<file path="src/rtl/mem_arbiter_if.sv">
// Requester and RAM bus of the memory arbiter.
// The master modport is the arbiter's view; slave is the requesters/RAM side.
interface mem_arbiter_if #(
  parameter int ADDR_W = 32,
  parameter int DATA_W = 32
);
  logic              iREN;
  logic [ADDR_W-1:0] iaddr;
  logic              dREN;
  logic              dWEN;
  logic [ADDR_W-1:0] daddr;
  logic [DATA_W-1:0] dstore;
  logic              i_hit;
  logic              d_hit;
  logic              i_err;
  logic              d_err;
  logic [DATA_W-1:0] iload;
  logic [DATA_W-1:0] dload;
  logic              ramREN;
  logic              ramWEN;
  logic [ADDR_W-1:0] ramaddr;
  logic [DATA_W-1:0] ramstore;
  logic [DATA_W-1:0] ramload;
  logic [1:0]        ramstate;

  modport master (
    input  iREN, iaddr, dREN, dWEN, daddr, dstore, ramload, ramstate,
    output i_hit, d_hit, i_err, d_err, iload, dload,
           ramREN, ramWEN, ramaddr, ramstore
  );

  modport slave (
    output iREN, iaddr, dREN, dWEN, daddr, dstore, ramload, ramstate,
    input  i_hit, d_hit, i_err, d_err, iload, dload,
           ramREN, ramWEN, ramaddr, ramstore
  );
endinterface

</file>
<file path="src/rtl/mem_arbiter.sv">
// Single-port RAM arbiter: data requests win, a burst limit guarantees instruction
// fetch progress, and a grant timeout turns a stalled RAM into an error completion.
module mem_arbiter #(
  parameter int ADDR_W      = 32,
  parameter int DATA_W      = 32,
  parameter int MAX_D_BURST = 4,
  parameter int TIMEOUT     = 16
) (
  input logic           CLK,
  input logic           nRST,
  mem_arbiter_if.master bus
);
  localparam int BCW = $clog2(MAX_D_BURST + 1);
  localparam int TCW = (TIMEOUT > 2) ? $clog2(TIMEOUT) : 1;
  localparam logic [1:0] RAM_ACCESS = 2'd2;
  localparam logic [1:0] RAM_ERROR  = 2'd3;

  typedef enum logic [1:0] {IDLE, DGRANT, IGRANT} state_t;

  state_t         state, state_next;
  logic [BCW-1:0] burst;
  logic [TCW-1:0] tcount;
  logic           d_pend, go_d, go_i, access, abort;

  always_comb begin
    d_pend     = bus.dREN | bus.dWEN;
    go_d       = 1'b0;
    go_i       = 1'b0;
    access     = 1'b0;
    abort      = 1'b0;
    state_next = state;
    case (state)
      IDLE: begin
        go_d = d_pend && !(bus.iREN && burst == BCW'(MAX_D_BURST));
        go_i = !go_d && bus.iREN;
        if (go_d)      state_next = DGRANT;
        else if (go_i) state_next = IGRANT;
      end
      DGRANT, IGRANT: begin
        access = (bus.ramstate == RAM_ACCESS);
        abort  = !access && (bus.ramstate == RAM_ERROR || tcount == TCW'(TIMEOUT - 1));
        if (access || abort) state_next = IDLE;
      end
      default: state_next = IDLE;
    endcase
  end

  always_ff @(posedge CLK or negedge nRST) begin
    if (!nRST) state <= IDLE;
    else       state <= state_next;
  end

  always_ff @(posedge CLK or negedge nRST) begin
    if (!nRST) begin
      burst        <= '0;
      tcount       <= '0;
      bus.i_hit    <= 1'b0;
      bus.d_hit    <= 1'b0;
      bus.i_err    <= 1'b0;
      bus.d_err    <= 1'b0;
      bus.iload    <= '0;
      bus.dload    <= '0;
      bus.ramREN   <= 1'b0;
      bus.ramWEN   <= 1'b0;
      bus.ramaddr  <= '0;
      bus.ramstore <= '0;
    end else begin
      bus.i_hit <= 1'b0;
      bus.d_hit <= 1'b0;
      bus.i_err <= 1'b0;
      bus.d_err <= 1'b0;

      // Count data completions only while a fetch is actually waiting.
      if (!bus.iREN || (state == IGRANT && (access || abort)))
        burst <= '0;
      else if (state == DGRANT && (access || abort) && burst != BCW'(MAX_D_BURST))
        burst <= burst + BCW'(1);

      case (state)
        IDLE: begin
          if (go_d || go_i) begin
            bus.ramaddr  <= go_d ? bus.daddr : bus.iaddr;
            bus.ramWEN   <= go_d && bus.dWEN;
            bus.ramREN   <= !(go_d && bus.dWEN);
            bus.ramstore <= bus.dstore;
            tcount       <= '0;
          end
        end
        DGRANT, IGRANT: begin
          if (access || abort) begin
            bus.ramREN <= 1'b0;
            bus.ramWEN <= 1'b0;
            if (state == DGRANT) begin
              bus.d_hit <= 1'b1;
              bus.d_err <= abort;
              if (abort)           bus.dload <= '0;
              else if (bus.ramREN) bus.dload <= bus.ramload;
            end else begin
              bus.i_hit <= 1'b1;
              bus.i_err <= abort;
              bus.iload <= abort ? '0 : bus.ramload;
            end
          end else begin
            tcount <= tcount + TCW'(1);
          end
        end
        default: ;
      endcase
    end
  end
endmodule

</file>
<file path="src/flat_wrapper.sv">
// flat-port wrapper written by rule: the top's interface ports become plain ports
module mem_arbiter_flat 
#(
  parameter int ADDR_W      = 32,
  parameter int DATA_W      = 32,
  parameter int MAX_D_BURST = 4,
  parameter int TIMEOUT     = 16
)
  (CLK, nRST, bus_iREN, bus_iaddr, bus_dREN, bus_dWEN, bus_daddr, bus_dstore, bus_ramload, bus_ramstate, bus_i_hit, bus_d_hit, bus_i_err, bus_d_err, bus_iload, bus_dload, bus_ramREN, bus_ramWEN, bus_ramaddr, bus_ramstore);
  mem_arbiter_if #(.ADDR_W(ADDR_W), .DATA_W(DATA_W)) bus_i ();
  input logic CLK;
  input logic nRST;
  input wire logic [$bits(bus_i.iREN)-1:0] bus_iREN;
  input wire logic [$bits(bus_i.iaddr)-1:0] bus_iaddr;
  input wire logic [$bits(bus_i.dREN)-1:0] bus_dREN;
  input wire logic [$bits(bus_i.dWEN)-1:0] bus_dWEN;
  input wire logic [$bits(bus_i.daddr)-1:0] bus_daddr;
  input wire logic [$bits(bus_i.dstore)-1:0] bus_dstore;
  input wire logic [$bits(bus_i.ramload)-1:0] bus_ramload;
  input wire logic [$bits(bus_i.ramstate)-1:0] bus_ramstate;
  output wire logic [$bits(bus_i.i_hit)-1:0] bus_i_hit;
  output wire logic [$bits(bus_i.d_hit)-1:0] bus_d_hit;
  output wire logic [$bits(bus_i.i_err)-1:0] bus_i_err;
  output wire logic [$bits(bus_i.d_err)-1:0] bus_d_err;
  output wire logic [$bits(bus_i.iload)-1:0] bus_iload;
  output wire logic [$bits(bus_i.dload)-1:0] bus_dload;
  output wire logic [$bits(bus_i.ramREN)-1:0] bus_ramREN;
  output wire logic [$bits(bus_i.ramWEN)-1:0] bus_ramWEN;
  output wire logic [$bits(bus_i.ramaddr)-1:0] bus_ramaddr;
  output wire logic [$bits(bus_i.ramstore)-1:0] bus_ramstore;
  assign bus_i.iREN = bus_iREN;
  assign bus_i.iaddr = bus_iaddr;
  assign bus_i.dREN = bus_dREN;
  assign bus_i.dWEN = bus_dWEN;
  assign bus_i.daddr = bus_daddr;
  assign bus_i.dstore = bus_dstore;
  assign bus_i.ramload = bus_ramload;
  assign bus_i.ramstate = bus_ramstate;
  assign bus_i_hit = bus_i.i_hit;
  assign bus_d_hit = bus_i.d_hit;
  assign bus_i_err = bus_i.i_err;
  assign bus_d_err = bus_i.d_err;
  assign bus_iload = bus_i.iload;
  assign bus_dload = bus_i.dload;
  assign bus_ramREN = bus_i.ramREN;
  assign bus_ramWEN = bus_i.ramWEN;
  assign bus_ramaddr = bus_i.ramaddr;
  assign bus_ramstore = bus_i.ramstore;
  mem_arbiter #(.ADDR_W(ADDR_W), .DATA_W(DATA_W), .MAX_D_BURST(MAX_D_BURST), .TIMEOUT(TIMEOUT)) u_core (.CLK(CLK), .nRST(nRST), .bus(bus_i));
endmodule
</file>
<file path="config.mk">
export PLATFORM = sky130hd
export DESIGN_NAME = mem_arbiter_flat
export DESIGN_NICKNAME = d
export VERILOG_FILES = /design/src/rtl/mem_arbiter_if.sv /design/src/rtl/mem_arbiter.sv /design/src/flat_wrapper.sv
export SDC_FILE = /design/constraint.sdc
export NUM_CORES = 1
export LEC_CHECK = 0
export BUFFER_PORTS_ARGS = -buffer_cell sky130_fd_sc_hd__buf_2
export CORE_ASPECT_RATIO = 2
export CORE_MARGIN = 4
export CORE_UTILIZATION = 50
export DETAILED_ROUTE_END_ITERATION = 10
export GPL_TIMING_DRIVEN = 0
export PLACE_DENSITY = 0.84
export SETUP_SLACK_MARGIN = 0.2
export SYNTH_ARGS = -nofsm -noshare
export SYNTH_HDL_FRONTEND = slang
export SYNTH_SLANG_ARGS = --single-unit
export TNS_END_PERCENT = 1
</file>
<file path="constraint.sdc">
create_clock -name CLK -period 2.9 [get_ports CLK]
set_input_delay 0 -clock CLK [delete_from_list [all_inputs] [get_ports CLK]]
set_output_delay 0 -clock CLK [all_outputs]
set_load 0.01 [all_outputs]
</file>
## Word-level counts from Yosys, hierarchy flattened

Index checks and enable logic that the tools add are counted.
Widths: inputs -> output; s select.

- Logic and storage cells: 92
- Register bits after elaboration: 143
- Output and inout bits: 134
- Input bits: 135

- Muxes and demuxes: 34
- Bitwise operators: 2
- Equal/unequal tests: 12
- $add $sub $neg: 2
- Reduce and logical (&&, ||, !) cells: 29

Operators by type and width:

| cell | number |
|---|---|
| $mux 32 | 4 |
| $mux 1 | 19 |
| $reduce_and 3->1 | 3 |
| $logic_and 1x1->1 | 8 |
| $mux 4 | 2 |
| $pmux 4 s2 | 1 |
| $eq 2x2->1 const B | 3 |
| $mux 2 | 3 |
| $mux 3 | 2 |
| $ne 2x1->1 const B | 3 |
| $reduce_bool 2->1 | 3 |
| $logic_not 1->1 | 5 |
| $logic_or 1x1->1 | 5 |
| $add 4x1->4 const B | 1 |
| $eq 4x4->1 const B | 1 |
| $pmux 1 s2 | 2 |
| $pmux 2 s2 | 1 |
| $reduce_and 2->1 | 2 |
| $reduce_and 4->1 | 1 |
| $add 3x1->3 const B | 1 |
| $eq 3x3->1 const B | 1 |
| $ne 3x1->1 const B | 1 |
| $ne 3x3->1 const B | 1 |
| $eq 2x1->1 const B | 1 |
| 5 further kinds | 5 |

## Logic depth before layout (Yosys ltp)

Gate-level depths: netlist of the first run.

- Word-level depth: 10
- Gate-level depth with buffers: 7
- Gate-level depth less buffers: 5

## Worst setup path before layout of the first run

No wires, ideal clock.

- Path type: register to register
- Start point: register u_core.state[0]
- End point: register u_core.bus.dload[0]
- Setup slack: 1.146 ns
- Clock period less this slack: 1.754 ns
- Buffers on the path: 1
- Required time: 2.779 ns
- Stages on the path, launching flop included: 7
- Library setup time: 0.121 ns
- Arrival time: 1.633 ns
- Cell sequence: dfrtp_1 inv_1 ha_1 inv_1 a2111o_1 buf_6 a22o_1

- Word-level cells in the longest chain between the ends: 5
- Elaborated cells on any way between the ends: 9
- Those cells by class: eq/ne: 2; mux: 3; reduce/logical: 4

Ends and longest elaborated chain:

| item | line | text |
|---|---|---|
| start: declaration | mem_arbiter.sv:20 | `state_t state, state_next;` |
| start signal: assignment | mem_arbiter.sv:50 | `else state <= state_next;` |
| $eq 2x1->1 / $eq 2x2->1 (equally long branches) | mem_arbiter.sv:32, mem_arbiter.sv:79, mem_arbiter.sv:93 |  |
| $reduce_or 2->1 | mem_arbiter.sv:32, mem_arbiter.sv:79 |  |
| $mux 1 | mem_arbiter.sv:32 | `case (state)` |
| $reduce_bool 2->1 (no line) / $logic_or 1x1->1 (equally long branches) | -- |  |
| $reduce_and 4->1 (no line) | -- |  |
| end signal: assignment | mem_arbiter.sv:97 | `else if (bus.ramREN) bus.dload <= bus.ramload;` |
| end: declaration | mem_arbiter_if.sv:28 | `output i_hit, d_hit, i_err, d_err, iload, dload,` |

Parallel ways exist; a longest one is shown, timed or not.
A chain may end at the register's enable or synchronous reset.

## Worst setup path after layout of the first run

- Start point: register u_core.state[0]
- End point: register u_core.bus.ramaddr[9] (netlist bit)

- Word-level cells in the longest chain between the ends: 4
- Elaborated cells on any way between the ends: 6
- Those cells by class: mux: 3; reduce/logical: 3

Ends and longest elaborated chain:

| item | line | text |
|---|---|---|
| $logic_not 2->1 * | mem_arbiter.sv:32, mem_arbiter.sv:79 |  |
| $mux 1 | mem_arbiter.sv:32 |  |
| $logic_or 1x1->1 | mem_arbiter.sv:81 | `if (go_d \|\| go_i) begin` |
| $reduce_and 2->1 (no line) | -- |  |
| end signal: assignment | mem_arbiter.sv:82 | `bus.ramaddr <= go_d ? bus.daddr : bus.iaddr;` |
| end: declaration | mem_arbiter_if.sv:29 | `ramREN, ramWEN, ramaddr, ramstore` |

Every way passes the cells marked *; elsewhere a longest branch is shown, timed or not.

==> summary.md, run 1 <==
| Metric | Value |
|---|---|
| Critical Path, Cell by Cell | inv_1 > ha_1 > o31a_1 > clkbuf_2 > clkbuf_1 > nor2_1 > a31oi_1 > dlygate4sd3_1 |
| Final-layout setup total negative slack | 0 ns |
| Area grow syn2layout | 59.7% |
| Mean instance size in the synthesized netlist | 12.1 sq um |
| Share of the clock period used by the worst path after layout | between 80% and 90% |
| Buffers & Inverters on Critical Path | 4 |
| Final core utilization | 82.6% |
| Via count of the first global-routing pass | 6900 |
| Total of flip-flops plus latches after synthesis | between 100 and 150 |
| Number of primary I/O pins | ~270 |
| Clock Tree Buf Depth | 2 |
| Maximum level of the CTS H-tree | 4 |
| Multi-input logic area | 2100 sq um |
| Die Area | 13700 sq um |
| Outcome | finished clean |
| Total core area | 11400 sq um |
| Critical Path End Type | flop |
| Setup crit start kind | flop |
| Count of distinct cell types in the synthesized netlist | 37 |
| Post-DR vias/cell | 5.94 |
| Count of non-filler cells in the finished layout | 1064 |
| Pin count of the biggest net entering global routing | 106 |
| Most used flip-flop cell after synthesis | dfrtp_1 |
| Peak supply drop | 0.818 mV |
| Net total in the final layout | 1051 |
| Post-route minimum period | 2.59 ns |
| Highest-count cells in the layout ignoring fill and taps | buf_2 (280), dfrtp_1 (143), dlygate4sd3_1 (131), a22o_1 (62), nand3_1 (39) |
| Wirelength, routed | 24.5 mm |
| Count of input and output buffers | 267 |
| Net count after synthesis | about 630 |
| Wire length of the first global-routing pass | 37.6 mm |
| Endpoint of the lowest-slack register-to-register path | u_core.bus.ramaddr[9] |
| Number of routed nets with antenna violations | 0 |
| Maximum frequency from static timing analysis | 385 MHz |
| Internal | 0.00626 W |
| Slew Limit Headroom | 45.7% |
| Endpoints failing setup | 0 |
| Unrepaired setup endpoints after global routing | no |
| Family with the most delay on the worst path | buffers and inverters |
| Drt first-iter violations | roughly 500 |
| Sequential area share after synthesis | 60.6% |
| Root buffer selected by CTS | clkbuf_16 |
| Post-Place Worst Slack | 0.827 ns |
| Number of buffers inserted to repair setup after CTS | 0 |
| Clock buffer count from CTS | 17 |
| Number of pins exceeding their max-slew limit in the final report | 0 |
| Number of flops mapped to enable cells by yosys | 0 |
| Share of final-layout standard cells stronger than drive strength 1 | 39.1% |
| Final Hold Slack | 0.0563 ns |
| Slowest library cell on the worst path | dlygate4sd3_1 |
| Cell Area, Synth | 5910 sq um |
| Slowest Stage Delay on Critical Path | 0.60 ns |
| Die height | 162 um |
| Switching Power | 0.00352 W |
| Crit Path Category | reg2reg |
| Pre-Repair DR Iteration Count | 6 |
| Worst-case setup margin in the final layout | 0.306 ns |
| Switching Share | a little over a third |
| Share of power burned in combinational logic | 39.8% |
| Final weighted congestion in routability-driven placement | 0.868 |
| Data required, critical path | 3.25 ns |
| Detail-routed net length per standard cell | 23.0 um |
| Synthesized instance count | 490 |
| Clock-pin slew reported for the worst setup and hold paths after clock tree synthesis | 0.07 ns |
| Initial antenna violation count | 2 |
| Setup slack of the most critical reg-to-reg path | 0.31 ns |
| Fraction of power consumed by sequential logic | 34.7% |
| Clk_lat worst skew | 0.43 ns |
| Total instance count after detailed placement | 900 |
| Depth of the most critical reg-to-reg path | 8 |
| Clock tree from TritonCTS | built |
| Slew at the pin closest to its max-slew limit | 0.812 ns |
| Congestion Overflow GR | 0 |
| Initial Utilization | 51.7% |
| Launching point of the worst reg2reg path | u_core.state[0] |
| Number of warnings issued by yosys | 0 |
| Total clock sinks | 143 |
| Highest fanout seen on the critical path | 10 |
| Pwr/cell area | 1040 nW/um^2 |
| # Max-Cap Violations | 0 |
| Count of fill cells added during filler insertion | 588 |
| Worst clock skew on the final layout | about 0.022 ns |
| Proportion of register bits with asynchronous set or reset after synthesis | 100% |
| Die X | 84.9 um |
| Leakage power | 4.72 nW |
| Placement row count | 55 |
| Final hold violation count | 0 |
| Data arrival time of the critical path | 2.95 ns |
| # DRC | 0 |
| Via total after detailed routing | ~6300 |
| Global routing usage summed across all routing layers | 35.5% |
| Half-perimeter wire length after placement | between 10 and 15 mm |
| Worst hold path type | in2async |
| Relative contribution of the clock network to total power | between 20% and 30% |
| Leading cell type in the layout, fill and taps excluded | buf_2 |
| Sequential cell area | between 3000 and 4000 sq um |
[routing by layer]
metal	track usage [%]	wire, um
met2	63.5	13000
met3	7.21	2020
met4	20.6	1550
met1	37.9	7990
met5	0	0
[final cells by class]
class	count	share of cell area [%]
Sequential cell	143	37.9
Timing Repair Buffer	399	28.4
Multi-Input combinational cell	297	22.3
Clock buffer	18	4.65
Clock inverter	13	2.36
Buffer	40	2.04
Tap cell	142	1.88
Inverter	10	0.398
Antenna cell	2	0.0530
[sequential cells by signal (all words and copies together), names as in the netlist]
register	cells
u_core.bus.d_hit	1
u_core.bus.d_err	1
u_core.bus.iload	32
u_core.bus.ramaddr	32
u_core.state	2
u_core.burst	3
u_core.bus.ramstore	32
u_core.bus.i_hit	1
u_core.bus.ramWEN	1
u_core.tcount	4
u_core.bus.i_err	1
u_core.bus.ramREN	1
u_core.bus.dload	32
[Yosys cell counts, drive strengths merged (8+ instances only)]
cell,number,share of area [%]
dfrtp,143,61
a22o,64,9.5
nand3,39,3.3
nor2,37,2.4
o21ai,36,3.0
a31oi,33,3.7
mux2,32,6.1
clkbuf,22,1.4
buf,18,1.8
inv,10,0.64
nand2,10,0.64
ha,8,1.7
[power groups by stage]
stage / sequential (W) / clock, W / combinational (W)
CTS: 0.00328 / 0.00247 / 0.00369
floorplan: 0.00364 / 0 / 0.00138
detailed placement: 0.00330 / 0 / 0.00318
global route: 0.00345 / 0.00258 / 0.00413
finish: 0.00339 / 0.00250 / 0.00390
global placement: 0.00324 / 0 / 0.00305
[stage by stage]
stage	instance area, sq um	total power (W)
after floorplan	5910	0.00502
after global placement	7420	0.00629
after detailed placement	7460	0.00648
after CTS	9430	0.00945
after global routing	9440	0.0101
final	9440	0.00978
[how the worst max path moves through the flow]
| stage | slack, ns | to | startpoint | cells after the start |
|---|---|---|---|---|
| 2_1_floorplan | 1.15 | u_core.bus.dload[0] | u_core.state[0] | 6 |
| 3_3_place_gp | 0.01 | u_core.bus.ramstore[4] | nRST | 1 |
| 3_5_place_dp | 0.83 | u_core.bus.ramaddr[26] | u_core.state[0] | 7 |
| 4_1_cts | 0.27 | u_core.bus.ramaddr[26] | u_core.state[0] | 8 |
| 5_1_grt | 0.21 | u_core.bus.ramaddr[19] | u_core.state[0] | 8 |
| 6_report | 0.31 | u_core.bus.ramaddr[9] | u_core.state[0] | 8 |
[logic make-up after synthesis]
kind of cell / share of synthesized area [%]
simple gates: 9.02
buf+inv: 3.85
fa+ha+maj: 1.69
flops: 60.6
compound gates: 18.8
mux: 6.10
[repair_timing]
action / 4_1_cts / 5_1_grt
gates resized for setup: 0 / 4
endpoints found under the setup margin: 0 / 32
hold endpoints to repair: 275 / 0
hold buffers: 131 / 0
No activity file was read; power rests on OpenSTA's default activity.
==> inputs of run 2 (changes only) <==
CORE_UTILIZATION = 47   (was 50)
MAX_ROUTING_LAYER = met4   (was default)
PLACE_DENSITY = 0.8   (was 0.84)
clock period = 2.61 ns   (was 2.9 ns; I/O delays follow)
==> run 2 against run 1 <==
  * Combinational power down 2%
  * Register-to-register slack about the same
  * Die area up 5.9%
  * Clock power about the same
  * Worst hold slack worse by 0.0041 ns
  * Largest cell class unchanged
==> summary.md, run 2 (synthesized netlist as in run 1, its figures left out) <==
| Metric | Value |
|---|---|
| Drt first-iter violations | 400 (was 496) |
| Leakage power | 4.70 nW (was 4.72 nW) |
| Setup crit start kind | flop (unchanged) |
| Launching point of the worst reg2reg path | u_core.state[0] (unchanged) |
| Root buffer selected by CTS | clkbuf_16 (unchanged) |
| Highest-count cells in the layout ignoring fill and taps | buf_2 (280), dfrtp_1 (143), dlygate4sd3_1 (131), a22o_1 (62), nand3_1 (39) (unchanged) |
| Crit Path Category | reg2reg (unchanged) |
| Final core utilization | 76.6% (was 82.6%) |
| Final Hold Slack | 0.0523 ns (was 0.0563 ns) |
| Most common cell on crit path | clkbuf_1 |
| Half-perimeter wire length after placement | 13.7 mm (was 14.4 mm) |
| Area grow syn2layout | 58.9% (was 59.7%) |
| Met3 track utilization from global routing | 7.51% (was 7.21%) |
| Global routing usage summed across all routing layers | 33.6% (was 35.5%) |
| Congestion Overflow GR | 0 (unchanged) |
| Crit. path cell count | 7 (was 8) |
| Die height | 167 um (was 162 um) |
| Slew Limit Headroom | 51.6% (was 45.7%) |
| Initial Utilization | 48.2% (was 51.7%) |
| Family with the most delay on the worst path | buffers and inverters (unchanged) |
| Die Area | 14500 sq um (was 13700 sq um) |
| Slew at the pin closest to its max-slew limit | 0.725 ns (was 0.812 ns) |
| Number of buffers inserted to repair setup after CTS | 0 (unchanged) |
| Cell area after placement | 7460 sq um (about the same) |
| Depth of the most critical reg-to-reg path | 7 (was 8) |
| Slowest Stage Delay on Critical Path | 0.48 ns (was 0.60 ns) |
| Placement row count | 57 (was 55) |
| Slowest library cell on the worst path | clkbuf_1 (was dlygate4sd3_1) |
| Share of the clock period used by the worst path after layout | 87.8% (was 89.5%) |
| Final hold violation count | 0 (unchanged) |
| Count of fill cells added during filler insertion | 722 (was 588) |
| Buffers & Inverters on Critical Path | 3 (was 4) |
| Total core area | 12300 sq um (was 11400 sq um) |
| Number of primary I/O pins | 269 (unchanged) |
| Endpoint of the lowest-slack register-to-register path | u_core.bus.ramaddr[16] (was u_core.bus.ramaddr[9]) |
| Fin area | 9390 sq um (was 9440 sq um) |
| Post-route minimum period | 2.29 ns (was 2.59 ns) |
| Clock buffer count from CTS | 17 (unchanged) |
| Critical Path, Cell by Cell | inv_1 > ha_1 > o31a_1 > clkbuf_1 > clkbuf_1 > nor2_1 > a31oi_1 (was inv_1 > ha_1 > o31a_1 > clkbuf_2 > clkbuf_1 > nor2_1 > a31oi_1 > dlygate4sd3_1) |
| Number of pins exceeding their max-slew limit in the final report | 0 (unchanged) |
| Initial antenna violation count | 1 (was 2) |
| Leading cell type in the layout, fill and taps excluded | buf_2 (unchanged) |
| Setup slack of the most critical reg-to-reg path | 0.32 ns (was 0.31 ns) |
| Post-cts sizing count | 0 (unchanged) |
| Unrepaired setup endpoints after global routing | no (unchanged) |
| Wire length of the first global-routing pass | 36.8 mm (was 37.6 mm) |
| Clock tree from TritonCTS | built (unchanged) |
| Die X | 87.3 um (was 84.9 um) |
| Wirelength, routed | 23.3 mm (was 24.5 mm) |
| Worst clock skew on the final layout | 0.0203 ns (was 0.0218 ns) |
| Pwr/cell area | 1070 nW/um^2 (was 1040 nW/um^2) |
| Net total in the final layout | 1051 (unchanged) |
| Maximum frequency from static timing analysis | 437 MHz (was 385 MHz) |
| Clk_lat worst skew | 0.42 ns (was 0.43 ns) |
| Most heavily used metal layer in global routing | met2 (unchanged) |
| # DRC | 0 (unchanged) |
| Final-layout setup total negative slack | 0 ns (unchanged) |
| Number of routed nets with antenna violations | 0 (unchanged) |
| Post-DR vias/cell | 5.93 (was 5.94) |
| Via count of the first global-routing pass | 6919 (was 6900) |
| Detail-routed net length per standard cell | 21.7 um (was 23.0 um) |
| Critical Path End Type | flop (unchanged) |
| Maximum level of the CTS H-tree | 4 (unchanged) |
| Global routing usage on met2 | 54.9% (was 63.5%) |
| Data required, critical path | 2.93 ns (was 3.25 ns) |
| Worst hold path type | in2async (unchanged) |
| Via total after detailed routing | 6356 (was 6315) |
| Endpoints failing setup | 0 (unchanged) |
| Data arrival time of the critical path | 2.61 ns (was 2.95 ns) |
| Met1 usage in global routing | 35.9% (was 37.9%) |
| Clock Tree Buf Depth | 2 (unchanged) |
| Clock-pin slew reported for the worst setup and hold paths after clock tree synthesis | 0.06 ns (was 0.07 ns) |
| Peak supply drop | 0.779 mV (was 0.818 mV) |
| Pre-Repair DR Iteration Count | 7 (was 6) |
| Highest fanout seen on the critical path | 10 (unchanged) |
| Worst-case setup margin in the final layout | 0.320 ns (was 0.306 ns) |
| Total clock sinks | 143 (unchanged) |
| Count of input and output buffers | 267 (unchanged) |
| Final weighted congestion in routability-driven placement | 0.882 (was 0.868) |
| Pin count of the biggest net entering global routing | 106 (unchanged) |
| Outcome | finished clean (unchanged) |
| Share of final-layout standard cells stronger than drive strength 1 | 38.9% (was 39.1%) |
| # Max-Cap Violations | 0 (unchanged) |
| Post-Place Worst Slack | 0.449 ns (was 0.827 ns) |
==> run 2: cell count changes in the layout (fill, tap and decap cells not counted), sizes merged <==
cell	delta
diode	+2
clkbuf	-1
clkinv	+1
inv	-1
clkinvlp	+3
bufinv	-2
==> run 2: worst max-delay path by stage <==
stage / start / end / slack [ns]
after floorplan: u_core.state[0] / u_core.bus.dload[0] / 0.86
after global placement: nRST / u_core.bus.ramstore[1] / -0.32
after detailed placement: u_core.state[0] / u_core.bus.ramstore[28] / 0.45
after CTS: u_core.state[0] / u_core.bus.ramstore[27] / 0.44
after global routing: u_core.state[0] / u_core.bus.ramaddr[16] / 0.21
final: u_core.state[0] / u_core.bus.ramaddr[16] / 0.32
==> run 2: timing repair <==
action,CTS,global route
endpoints found under the hold margin,275,0
endpoints found under the setup margin,0,0
hold buffers,131,0
==> run 2: power breakdown <==
group	switching, W	internal (W)	total (W)
clock network	0.00101	0.00152	0.00252
logic	0.00209	0.00173	0.00381
registers	0.000565	0.00313	0.00370
total	0.00366	0.00638	0.0100
==> run 2: through the flow <==
step | cells | power, W
6_report | 1071 | 0.0100
5_1_grt | 1068 | 0.0105
3_3_place_gp | 904 | 0.00700
3_5_place_dp | 905 | 0.00717
4_1_cts | 1067 | 0.00986
2_1_floorplan | 490 | 0.00558
==> run 2: per-layer routing <==
metal	wire length (um)	up-vias	share of wire, %
met3	1950	156	8.4
met1	7560	3028	32
met5	0	-	0
met4	1730	0	7.4
met2	12100	511	52
li1	-	2661	-
==> run 2: layout make-up <==
| type | count | area, sq um | share of cell area, % |
|---|---|---|---|
| plain buffers | 40 | 190 | 2.03 |
| flip-flops and latches | 143 | 3580 | 38.1 |
| clock inverters | 14 | 181 | 1.93 |
| repair buffers | 399 | 2680 | 28.6 |
| well taps | 147 | 184 | 1.96 |
| multi-input cells | 297 | 2100 | 22.4 |
| clock buffers | 17 | 425 | 4.53 |
| inverters | 10 | 37.5 | 0.400 |
| diodes | 4 | 10.0 | 0.107 |
==> inputs of run 3 (changes only) <==
BUFFER_PORTS_ARGS = -buffer_cell sky130_fd_sc_hd__buf_4   (was -buffer_cell sky130_fd_sc_hd__buf_2)
==> run 3 against run 2 <==
  * Critical path depth unchanged
  * Largest power group unchanged
  * First-iteration DRC count increased by 8.8%
  * Final area up 6.8%
  * Worst hold slack got worse by 0.014 ns
  * Cell count fell by 0.28%
  * Sequential power is 1% higher
==> summary.md, run 3 (synthesized netlist as in run 1, its figures left out) <==
| Metric | Value |
|---|---|
| Global routing usage summed across all routing layers | 33.0% (was 33.6%) |
| Congestion Overflow GR | 0 (unchanged) |
| Die X | 87.3 um (unchanged) |
| Worst hold path type | in2reg (was in2async) |
| Count of input and output buffers | 267 (unchanged) |
| Worst clock skew on the final layout | 0.0101 ns (was 0.0203 ns) |
| Multi-input logic area | 2100 sq um (unchanged) |
| # Max-Cap Violations | 0 (unchanged) |
| Setup crit start kind | flop (unchanged) |
| Antenna diode instance count | 0 (was 4) |
| Die height | 167 um (unchanged) |
| Count of fill cells added during filler insertion | 627 (was 722) |
| Sequential cell area | 3580 sq um (unchanged) |
| Pin count of the biggest net entering global routing | 81 (was 106) |
| Leakage power | 4.87 nW (was 4.70 nW) |
| Share of the clock period used by the worst path after layout | 89.5% (was 87.8%) |
| Number of routed nets with antenna violations | 0 (unchanged) |
| Initial antenna violation count | 0 (was 1) |
| Depth of the most critical reg-to-reg path | 7 (unchanged) |
| Critical Path End Type | flop (unchanged) |
| Drt first-iter violations | 435 (was 400) |
| Maximum frequency from static timing analysis | 428 MHz (was 437 MHz) |
| Clk_lat worst skew | 0.42 ns (about the same) |
| Net total in the final layout | 1051 (unchanged) |
| Root buffer selected by CTS | clkbuf_16 (unchanged) |
| Die Area | 14500 sq um (unchanged) |
| Endpoints failing setup | 0 (unchanged) |
| Slew Limit Headroom | 46.9% (was 51.6%) |
| Total core area | 12300 sq um (unchanged) |
| Initial Utilization | 48.2% (unchanged) |
| Post-DR vias/cell | 5.85 (was 5.93) |
| Pre-Repair DR Iteration Count | 5 (was 7) |
| Total clock sinks | 143 (unchanged) |
| Highest-count cells in the layout ignoring fill and taps | buf_4 (266), dfrtp_1 (143), dlygate4sd3_1 (131), a22o_1 (62), nand3_1 (39) (was buf_2 (280), dfrtp_1 (143), dlygate4sd3_1 (131), a22o_1 (62), nand3_1 (39)) |
| Half-perimeter wire length after placement | 14.5 mm (was 13.7 mm) |
| Clock-pin slew reported for the worst setup and hold paths after clock tree synthesis | 0.07 ns (was 0.06 ns) |
| Number of pins exceeding their max-slew limit in the final report | 0 (unchanged) |
| Placement row count | 57 (unchanged) |
| Peak supply drop | 0.802 mV (was 0.779 mV) |
| Area grow syn2layout | 69.7% (was 58.9%) |
| Post-route minimum period | 2.34 ns (was 2.29 ns) |
| # DRC | 0 (unchanged) |
| Data arrival time of the critical path | 2.64 ns (was 2.61 ns) |
| Clock tree from TritonCTS | built (unchanged) |
| Highest fanout seen on the critical path | 10 (unchanged) |
| Wirelength, routed | 23.3 mm (about the same) |
| Data required, critical path | 2.91 ns (was 2.93 ns) |
| Worst setup path startpoint | u_core.state[0] (unchanged) |
| Via count of the first global-routing pass | 6715 (was 6919) |
| Number of buffers inserted to repair setup after CTS | 0 (unchanged) |
| Capture point of the worst path | u_core.bus.ramaddr[16] (unchanged) |
| Final weighted congestion in routability-driven placement | 0.885 (was 0.882) |
| Via total after detailed routing | 6245 (was 6356) |
| Setup slack of the most critical reg-to-reg path | 0.27 ns (was 0.32 ns) |
| Endpoint of the lowest-slack register-to-register path | u_core.bus.ramaddr[16] (unchanged) |
| Crit Path Category | reg2reg (unchanged) |
| Pwr/cell area | 1050 nW/um^2 (was 1070 nW/um^2) |
| Clock Tree Buf Depth | 2 (unchanged) |
| Final-layout setup total negative slack | 0 ns (unchanged) |
| Outcome | finished clean (unchanged) |
| Detail-routed net length per standard cell | 21.8 um (was 21.7 um) |
| Slew at the pin closest to its max-slew limit | 0.794 ns (was 0.725 ns) |
| Leading cell type in the layout, fill and taps excluded | buf_4 (was buf_2) |
| Share of final-layout standard cells stronger than drive strength 1 | 39.1% (was 38.9%) |
| Maximum level of the CTS H-tree | 4 (unchanged) |
| Launching point of the worst reg2reg path | u_core.state[0] (unchanged) |
| Final core utilization | 81.7% (was 76.6%) |
| Final hold violation count | 0 (unchanged) |
| Wire length of the first global-routing pass | 36.2 mm (was 36.8 mm) |
| Unrepaired setup endpoints after global routing | yes (was no) |
| Clock buffer count from CTS | 17 (unchanged) |
| Number of primary I/O pins | 269 (unchanged) |
[run 3: cell count changes in the layout (fill, tap and decap cells not counted), sizes merged]
cell    before  now
inv         15   17
bufinv       3    1
diode        4    0
clkbuf      39   40
[run 3: worst min-delay path by stage]
| stage | startpoint | end | slack [ns] | cells past startpoint |
|---|---|---|---|---|
| 6_report | bus_dREN | u_core.tcount[2] | 0.04 | 4 |
| 5_1_grt | bus_dREN | u_core.tcount[2] | 0.06 | 4 |
| 4_1_cts | bus_dREN | u_core.tcount[2] | 0.02 | 4 |
| 3_5_place_dp | nRST | u_core.bus.i_hit | 0.09 | 1 |
| 3_3_place_gp | bus_ramload[15] | u_core.bus.iload[15] | 0.23 | 2 |
| 2_1_floorplan | nRST | u_core.burst[0] | -0.30 | 0 |
[run 3: routing by layer]
layer  vias up  GRT usage [%]  share of wire, %
li1       2656              -                 -
met1      3032           35.8                34
met2       434           54.9                52
met3       123           6.08               7.3
met4         0           19.3               6.6
met5         -              -                 0
[run 3: report_power, final]
group	total, W	internal (W)	switching (W)
sequential	0.00375	0.00313	0.000616
clock	0.00242	0.00137	0.00105
combinational	0.00437	0.00225	0.00212
[run 3: cell type report]
cell class                 instances  area share (%)
buffer                            40            1.91
inverter                          10           0.374
multi-input combinational        297            21.0
clock buffer                      18            4.38
clock inverter                    14            1.45
sequential                       143            35.7
tap                              147            1.83
timing repair buffer             399            33.4
[run 3: metrics by stage]
step	setup WS, ns	cell area (sq um)	hold slack, ns	power (W)	std cells
4_1_cts	0.339	10000	0.0200	0.0104	1068
2_1_floorplan	0.856	5910	-0.296	0.00558	490
3_3_place_gp	0.478	8100	0.229	0.00760	904
5_1_grt	0.192	10000	0.0616	0.0110	1068
3_5_place_dp	0.385	8130	0.0877	0.00777	905
6_report	0.275	10000	0.0381	0.0105	1068
[run 3: timing repair]
| item | CTS | global route |
|---|---|---|
| resized for setup | 0 | 2 |
| hold buffers | 131 | 0 |
| hold endpoints to repair | 211 | 0 |
| endpoints found under the setup margin | 0 | 3 |
[run 3: worst max-delay path, cell delays in order, from the launching register on]
cell and delay (ns):
dfrtp_1 0.43, inv_1 0.13, ha_1 0.26, o31a_1 0.17, clkbuf_1 0.38, clkbuf_1 0.48, nor2_1 0.09, a31oi_1 0.28
